`src/rtl/sync_debounce.sv`:
```
// sync_debounce
//   Conditions an asynchronous, possibly bouncing input into a clean level in
//   the clk_i domain. raw_i passes through a SYNC_STAGES-deep synchroniser.
//   A counter-based debouncer then moves sign_o to the new level. The new
//   level must persist for DEBOUNCE_CYCLES enabled ticks (en_i) after the
//   mismatch is first seen.
//
// Ports
//   clk_i   in   system clock, rising edge
//   rstn_i  in   asynchronous active-low reset
//   raw_i   in   asynchronous raw input
//   en_i    in   debounce tick enable (tie high for per-clock counting)
//   sign_o  out  debounced level, registered
//   chg_o   out  one-cycle pulse coincident with a sign_o change, registered
//   busy_o  out  high while a candidate level change is being qualified
module sync_debounce #(
  parameter int   SYNC_STAGES     = 2,
  parameter int   DEBOUNCE_CYCLES = 16,
  parameter logic RESET_VAL       = 1'b0
) (
  input  logic clk_i,
  input  logic rstn_i,
  input  logic raw_i,
  input  logic en_i,
  output logic sign_o,
  output logic chg_o,
  output logic busy_o
);

  localparam int CNT_W = $clog2(DEBOUNCE_CYCLES + 1);
  localparam logic [CNT_W-1:0] CNT_LAST = CNT_W'(DEBOUNCE_CYCLES - 1);
  localparam logic [CNT_W-1:0] CNT_ONE  = CNT_W'(1);

  typedef enum logic [0:0] {
    ST_STABLE = 1'b0,
    ST_CHECK  = 1'b1
  } state_t;

  logic [SYNC_STAGES-1:0] sync_r;
  logic                   sync_s;
  state_t                 state_r;
  logic [CNT_W-1:0]       cnt_r;
  logic                   sign_r;
  logic                   chg_r;
  logic                   busy_r;

  // Synchroniser chain: raw_i enters at bit 0; only the last stage is used.
  always_ff @(posedge clk_i or negedge rstn_i) begin
    if (!rstn_i) begin
      sync_r <= {SYNC_STAGES{RESET_VAL}};
    end else begin
      sync_r <= {sync_r[SYNC_STAGES-2:0], raw_i};
    end
  end

  assign sync_s = sync_r[SYNC_STAGES-1];

  // Debounce FSM with registered sign/chg/busy outputs.
  always_ff @(posedge clk_i or negedge rstn_i) begin
    if (!rstn_i) begin
      state_r <= ST_STABLE;
      cnt_r   <= '0;
      sign_r  <= RESET_VAL;
      chg_r   <= 1'b0;
      busy_r  <= 1'b0;
    end else begin
      chg_r <= 1'b0;
      case (state_r)
        ST_STABLE: begin
          cnt_r <= '0;
          if (sync_s != sign_r) begin
            // The entry edge itself is not a debounce tick.
            state_r <= ST_CHECK;
            busy_r  <= 1'b1;
          end else begin
            state_r <= ST_STABLE;
            busy_r  <= 1'b0;
          end
        end
        ST_CHECK: begin
          if (sync_s == sign_r) begin
            // Input fell back before qualifying; this wins even on the
            // edge that would otherwise complete the count.
            state_r <= ST_STABLE;
            busy_r  <= 1'b0;
            cnt_r   <= '0;
          end else if (en_i && (cnt_r == CNT_LAST)) begin
            sign_r  <= sync_s;
            chg_r   <= 1'b1;
            state_r <= ST_STABLE;
            busy_r  <= 1'b0;
            cnt_r   <= '0;
          end else if (en_i) begin
            cnt_r   <= cnt_r + CNT_ONE;
          end else begin
            cnt_r   <= cnt_r;
          end
        end
        default: begin
          state_r <= ST_STABLE;
          busy_r  <= 1'b0;
          cnt_r   <= '0;
        end
      endcase
    end
  end

  assign sign_o = sign_r;
  assign chg_o  = chg_r;
  assign busy_o = busy_r;

endmodule

```
`config.mk`:
```
export PLATFORM = sky130hd
export DESIGN_NAME = sync_debounce
export DESIGN_NICKNAME = d
export VERILOG_FILES = /design/src/rtl/sync_debounce.sv
export SDC_FILE = /design/constraint.sdc
export NUM_CORES = 1
export LEC_CHECK = 0
export CORE_UTILIZATION = 30
export DETAILED_ROUTE_END_ITERATION = 10
export PLACE_DENSITY = 0.55
export REMOVE_ABC_BUFFERS = 1
export SYNTH_ARGS = -nofsm -noshare
export SYNTH_HDL_FRONTEND = slang
export SYNTH_SLANG_ARGS = --single-unit
```
`constraint.sdc`:
```
create_clock -name clk_i -period 3.3 [get_ports clk_i]
set_input_delay 0.66 -clock clk_i [delete_from_list [all_inputs] [get_ports clk_i]]
set_output_delay 0.66 -clock clk_i [all_outputs]
set_load 0.02 [all_outputs]
```
==> out/summary.txt, run 1 <==
status - completed
Inst Count DP - 58
chip width - 40.7 um
cts bufs inserted - 3
initial core utilization - 33.3%
Post-CTS Hold Buffers - 0
NumNets Final - 53
Post-DRT Antenna Nets - 0
Post-Layout Cell Count - 62
Detail Placement HPWL - 538 um
Slew @ Worst Pin - 0.496 ns
Critical Path Sink Type - primary output
vias after detailed routing - 302
delay-heaviest family, CP - buffers and inverters
final setup violation count - 0
DR iter-0 viols - 13
post-CTS resize count - 0
Total Wirelength - 732 um
synthesized cell area - 449 um2
CTS Root Cell - clkbuf_4
Post-CTS Setup Bufs - 0
pre-CTS setup slack - 1.17 ns
ANT cells - 0
DRC - 0
largest net degree at the start of global routing - 12
Final WS setup - 1.39 ns
first-pass GRT wire length - 1320 um
Buf/Inv on CP - 1
unrepaired setup endpoints after global routing - false
Critical Path AT - 1.25 ns
synth top area cells - dfrtp_1 (61%), nand2b_1 (4.2%), xor2_1 (3.9%), a21oi_1 (3.3%), nor2_1 (3.3%)
worst reg2reg path depth - 4
CP Depth - 1
vias in the first global route - 333
P&R area growth vs syn - 23.4%
Max Slew Vio Count - 0
Max clock buf depth - 2
H-tree depth - 1
hold path depth - 0
chip height - 40.7 um
Power Density - 441 nW/um2
Setup TNS Final - 0 ns
Post-Synthesis Cells - 37
Synth Register Bits - 11
TritonCTS Sinks - 11
TritonCTS clock tree - yes
Setup Skew - 0.00257 ns
routability cong. - 0.711
commonest non-fill, non-tap cells in the layout - dfrtp_1 (11), clkdlybuf4s50_1 (6), nor2_1 (4)
commonest non-fill, non-tap cell in the layout - dfrtp_1
Avg WL per Cell - 11.8 um
critical path required time - 2.64 ns
post-synth cell types - 17
Fillers - 128
biggest area consumer among synthesized cells - dfrtp_1
worst min path class - reg -> reg
Seq/Total Area, Yosys - 61.3%
Die Area - 1660 um2
minimum clock period - 1.91 ns
remaining global-route overflow - 0
worst-path maximum fanout - 3
Syn. warnings - 0
Port Buffers - 6
crit-path cells - clkdlybuf4s50_1
Mean Syn Cell Area - 12.1 um2
Core Area - 1350 um2
startpoint types - flip-flop
Hold Vio Cnt, Final - 0
final worst path period share - 58.0%
standard-cell row count - 13
worst vdd rail ir drop - 0.000207 V
P_leak - 0.250 nW
via/cell ratio - 4.87
first drt pass iteration count - 4
initial antenna violation count - 0
I/O pins - 7
fmax - 0.523 GHz
Max stage delay cell, worst path - clkdlybuf4s50_1
CP Class - reg -> out
layout cells sized above 1 - 10.6%
CP max stage delay - 0.61 ns
Yosys top cell area share - 61.3%
GR Util All Layers - 13.2%
clk slew on worst S/H paths - 0.06 ns
worst-skew pair later-pin latency - 0.26 ns
worst relative slew slack - 66.9%
max cap viols - 0
[synth_stat cells (all sizes together)]
cell     n
nor3     2
nor2     4
ha       1
xor2     2
nand4b   1
dfrtp   11
xnor2    1
nand3    1
a21oi    3
o21ai    1
mux2     1
nand2    2
nand4    2
nand3b   1
nor3b    1
nand2b   3
[power breakdown]
group | total [mW] | switching [mW] | internal (mW)
clock network | 0.0885 | 0.0418 | 0.0467
registers | 0.140 | 0.00217 | 0.138
logic | 0.0154 | 0.00792 | 0.00744
[registers in the layout, summed over array words and instances, names as in the netlist]
signal,count
sync_r,2
sign_o,1
state_r,1
chg_o,1
busy_o,1
cnt_r,5
[path summary, 6_finish.rpt]
| path | startpoint | end | slack [ns] |
|---|---|---|---|
| max | sign_o | sign_o | 1.39 |
| min | sync_r[0] | sync_r[1] | 0.36 |
| max reg2reg | cnt_r[0] | sign_o | 1.82 |
| min reg2reg | sync_r[0] | sync_r[1] | 0.36 |
| max in group asynchronous | rstn_i | state_r | 2.24 |
| min in group asynchronous | rstn_i | chg_o | 0.73 |
[routing by layer]
metal  vias up  global-route usage (%)  routed length, um
met1       144                    13.8                306
met5         -                       0                  0
met3         2                    6.52                 45
met4         0                    7.50                  7
met2         8                    21.4                373
li1        148                       -                  -
[area by class of cell]
| type | count | area, um2 | area share (%) |
|---|---|---|---|
| multi-input cells | 26 | 174 | 31.4 |
| well taps | 15 | 18.8 | 3.39 |
| flip-flops and latches | 11 | 275 | 49.7 |
| repair buffers | 6 | 60.1 | 10.8 |
| clock buffers | 4 | 26.3 | 4.74 |
[through the flow]
step,util [%],hold slack (ns),power (mW),cell area (um2)
final,41.1,0.360,0.244,554
after global routing,41.1,0.374,0.259,554
after CTS,41.1,0.363,0.250,554
after detailed placement,39.1,0.348,0.159,528
after global placement,39.1,0.344,0.158,528
after floorplan,-,0.331,0.148,449
[cell families (layout without fill, tap and decap cells)]
group                      Yosys count  count (layout)  share of synthesized area, %
AOI/OAI and AO/OA                    4               4                          4.45
xor gates and xnor gates             3               3                          5.85
muxes                                1               1                          2.51
DFF                                 11              11                          61.3
buffers and inverters                0              10                             0
adders and majority gates            1               1                          2.79
and+or+nand+nor                     17              17                          23.1
No activity file was read; power rests on OpenSTA's default activity.
==> run 2: changes to the inputs <==
==> constraint.sdc (replaced) <==
create_clock -name clk_i -period 1.8 [get_ports clk_i]
set_input_delay 0.36 -clock clk_i [delete_from_list [all_inputs] [get_ports clk_i]]
set_output_delay 0.36 -clock clk_i [all_outputs]
set_load 0.02 [all_outputs]
==> out/summary.txt, run 2 (synthesized netlist as in run 1, its figures left out) <==
crit-path cells - clkdlybuf4s50_1
wire length on met2 - 368 um (-1.3%)
Max Slew Vio Count - 0 (unchanged)
biggest regs - cnt_r: 5 flops, sync_r: 2 flops
P_leak - 0.259 nW (+3.6%)
worst-skew pair later-pin latency - 0.26 ns (about the same)
ANT cells - 0 (unchanged)
Worst Hold Launch - sync_r[0]
critical path required time - 1.44 ns (-1.20 ns)
Avg WL per Cell - 12.2 um (+3.2%)
hold path endpoint - sync_r[1]
Overall Power - 0.448 mW (+83%)
status - completed
worst reg2reg path depth - 4 (unchanged)
layout cells sized above 1 - 14.3% (+3.6 points)
via/cell ratio - 5.19 (+6.5%)
Detail Placement HPWL - 582 um (+8.2%)
I/O pins - 7 (unchanged)
worst min path class - reg -> reg
vias in the first global route - 321 (-3.6%)
chip width - 40.7 um (unchanged)
H-tree depth - 1 (unchanged)
met3 WL - 38 um (-16%)
Die Area - 1660 um2 (unchanged)
largest register by flop count - cnt_r
routability cong. - 0.660 (-7.1%)
remaining global-route overflow - 0 (unchanged)
Setup TNS Final - 0 ns (unchanged)
Core Area - 1350 um2 (unchanged)
P&R area growth vs syn - 26.7%
final worst path period share - 89.1%
initial core utilization - 33.3% (unchanged)
first-pass GRT wire length - 1300 um (-1.5%)
Buf/Inv on CP - 1 (unchanged)
CP max stage delay - 0.61 ns (about the same)
R2R Path Start - cnt_r[0]
Max stage delay cell, worst path - clkdlybuf4s50_1
largest net degree at the start of global routing - 12 (unchanged)
TritonCTS clock tree - yes
Post-CTS Setup Bufs - 0 (unchanged)
Largest register FFs - 5 (unchanged)
worst relative slew slack - 67.9% (+1.0 points)
TritonCTS Sinks - 11 (unchanged)
end of the worst register-to-register path - sign_o
vias after detailed routing - 332 (+9.9%)
delay-heaviest family, CP - buffers and inverters
post-CTS resize count - 0 (unchanged)
Critical Path Sink Type - primary output
Port Buffers - 6 (unchanged)
FF-to-FF setup slack - 0.36 ns (-1.46 ns)
Slew @ Worst Pin - 0.480 ns (-0.0156 ns)
startpoint types - flip-flop
Power Density - 787 nW/um2 (+79%)
Total Wirelength - 780 um (+6.6%)
clk slew on worst S/H paths - 0.06 ns (about the same)
hold path depth - 0 (unchanged)
top sig layer - met4
GR Util All Layers - 12.8% (-0.40 points)
NumNets Final - 55 (+3.8%)
Post-DRT Antenna Nets - 0 (unchanged)
final setup violation count - 0 (unchanged)
worst-path maximum fanout - 3 (unchanged)
Critical Path AT - 1.24 ns (about the same)
commonest non-fill, non-tap cell in the layout - dfrtp_1
Setup Skew - 0.000479 ns (-0.00209 ns)
commonest non-fill, non-tap cells in the layout - dfrtp_1 (11), clkdlybuf4s50_1 (6), nor2_1 (4)
max cap viols - 0 (unchanged)
Hold Vio Cnt, Final - 0 (unchanged)
chip height - 40.7 um (unchanged)
initial antenna violation count - 0 (unchanged)
DRC - 0 (unchanged)
cts bufs inserted - 3 (unchanged)
wl on met1 - 357 um (+17%)
standard-cell row count - 13 (unchanged)
worst vdd rail ir drop - 0.000371 V (+79%)
Max clock buf depth - 2 (unchanged)
unrepaired setup endpoints after global routing - false
first drt pass iteration count - 3 (-1)
CTS Root Cell - clkbuf_4
Fillers - 134 (+4.7%)
Post-CTS Hold Buffers - 0 (unchanged)
minimum clock period - 1.60 ns
CP Class - reg -> out
DR iter-0 viols - 4 (-9)
fmax - 0.623 GHz
[run 2: worst max path at each step]
stage,startpoint,to,slack (ns),cells past startpoint
after global routing,sign_o,sign_o,0.14,1
after floorplan,cnt_r[0],sign_o,0.43,4
after global placement,en_i,sign_o,0.15,4
final,sign_o,sign_o,0.20,1
after detailed placement,en_i,sign_o,0.13,4
after CTS,sign_o,sign_o,0.18,1
[run 2: stage by stage]
stage | utilization (%) | setup WS (ns) | hold WS (ns) | area [um2] | cells
2_1_floorplan | - | 0.434 | 0.0644 | 449 | 37
3_3_place_gp | 40.2 | 0.153 | 0.347 | 543 | 60
3_5_place_dp | 40.2 | 0.133 | 0.336 | 543 | 60
4_1_cts | 42.2 | 0.176 | 0.362 | 569 | 64
5_1_grt | 42.2 | 0.143 | 0.371 | 569 | 64
6_report | 42.2 | 0.196 | 0.359 | 569 | 64
[run 2: layout make-up]
class,count,area [um2],area share (%)
Multi-Input combinational cell,26,174,30.5
Sequential cell,11,275,48.4
Tap cell,15,18.8,3.30
Clock buffer,4,26.3,4.62
Timing Repair Buffer,8,75.1,13.2
[run 2: report_power, final]
part | total [mW] | internal (mW) | switching [mW]
clock | 0.161 | 0.0857 | 0.0749
combinational | 0.0301 | 0.0151 | 0.0150
sequential | 0.257 | 0.253 | 0.00384
total | 0.448 | 0.354 | 0.0938
[run 2: routing by layer]
metal	track usage, %	vias up
li1	-	155
met1	13.6	165
met2	20.2	8
met3	6.52	4
met4	7.50	0
met5	0	-
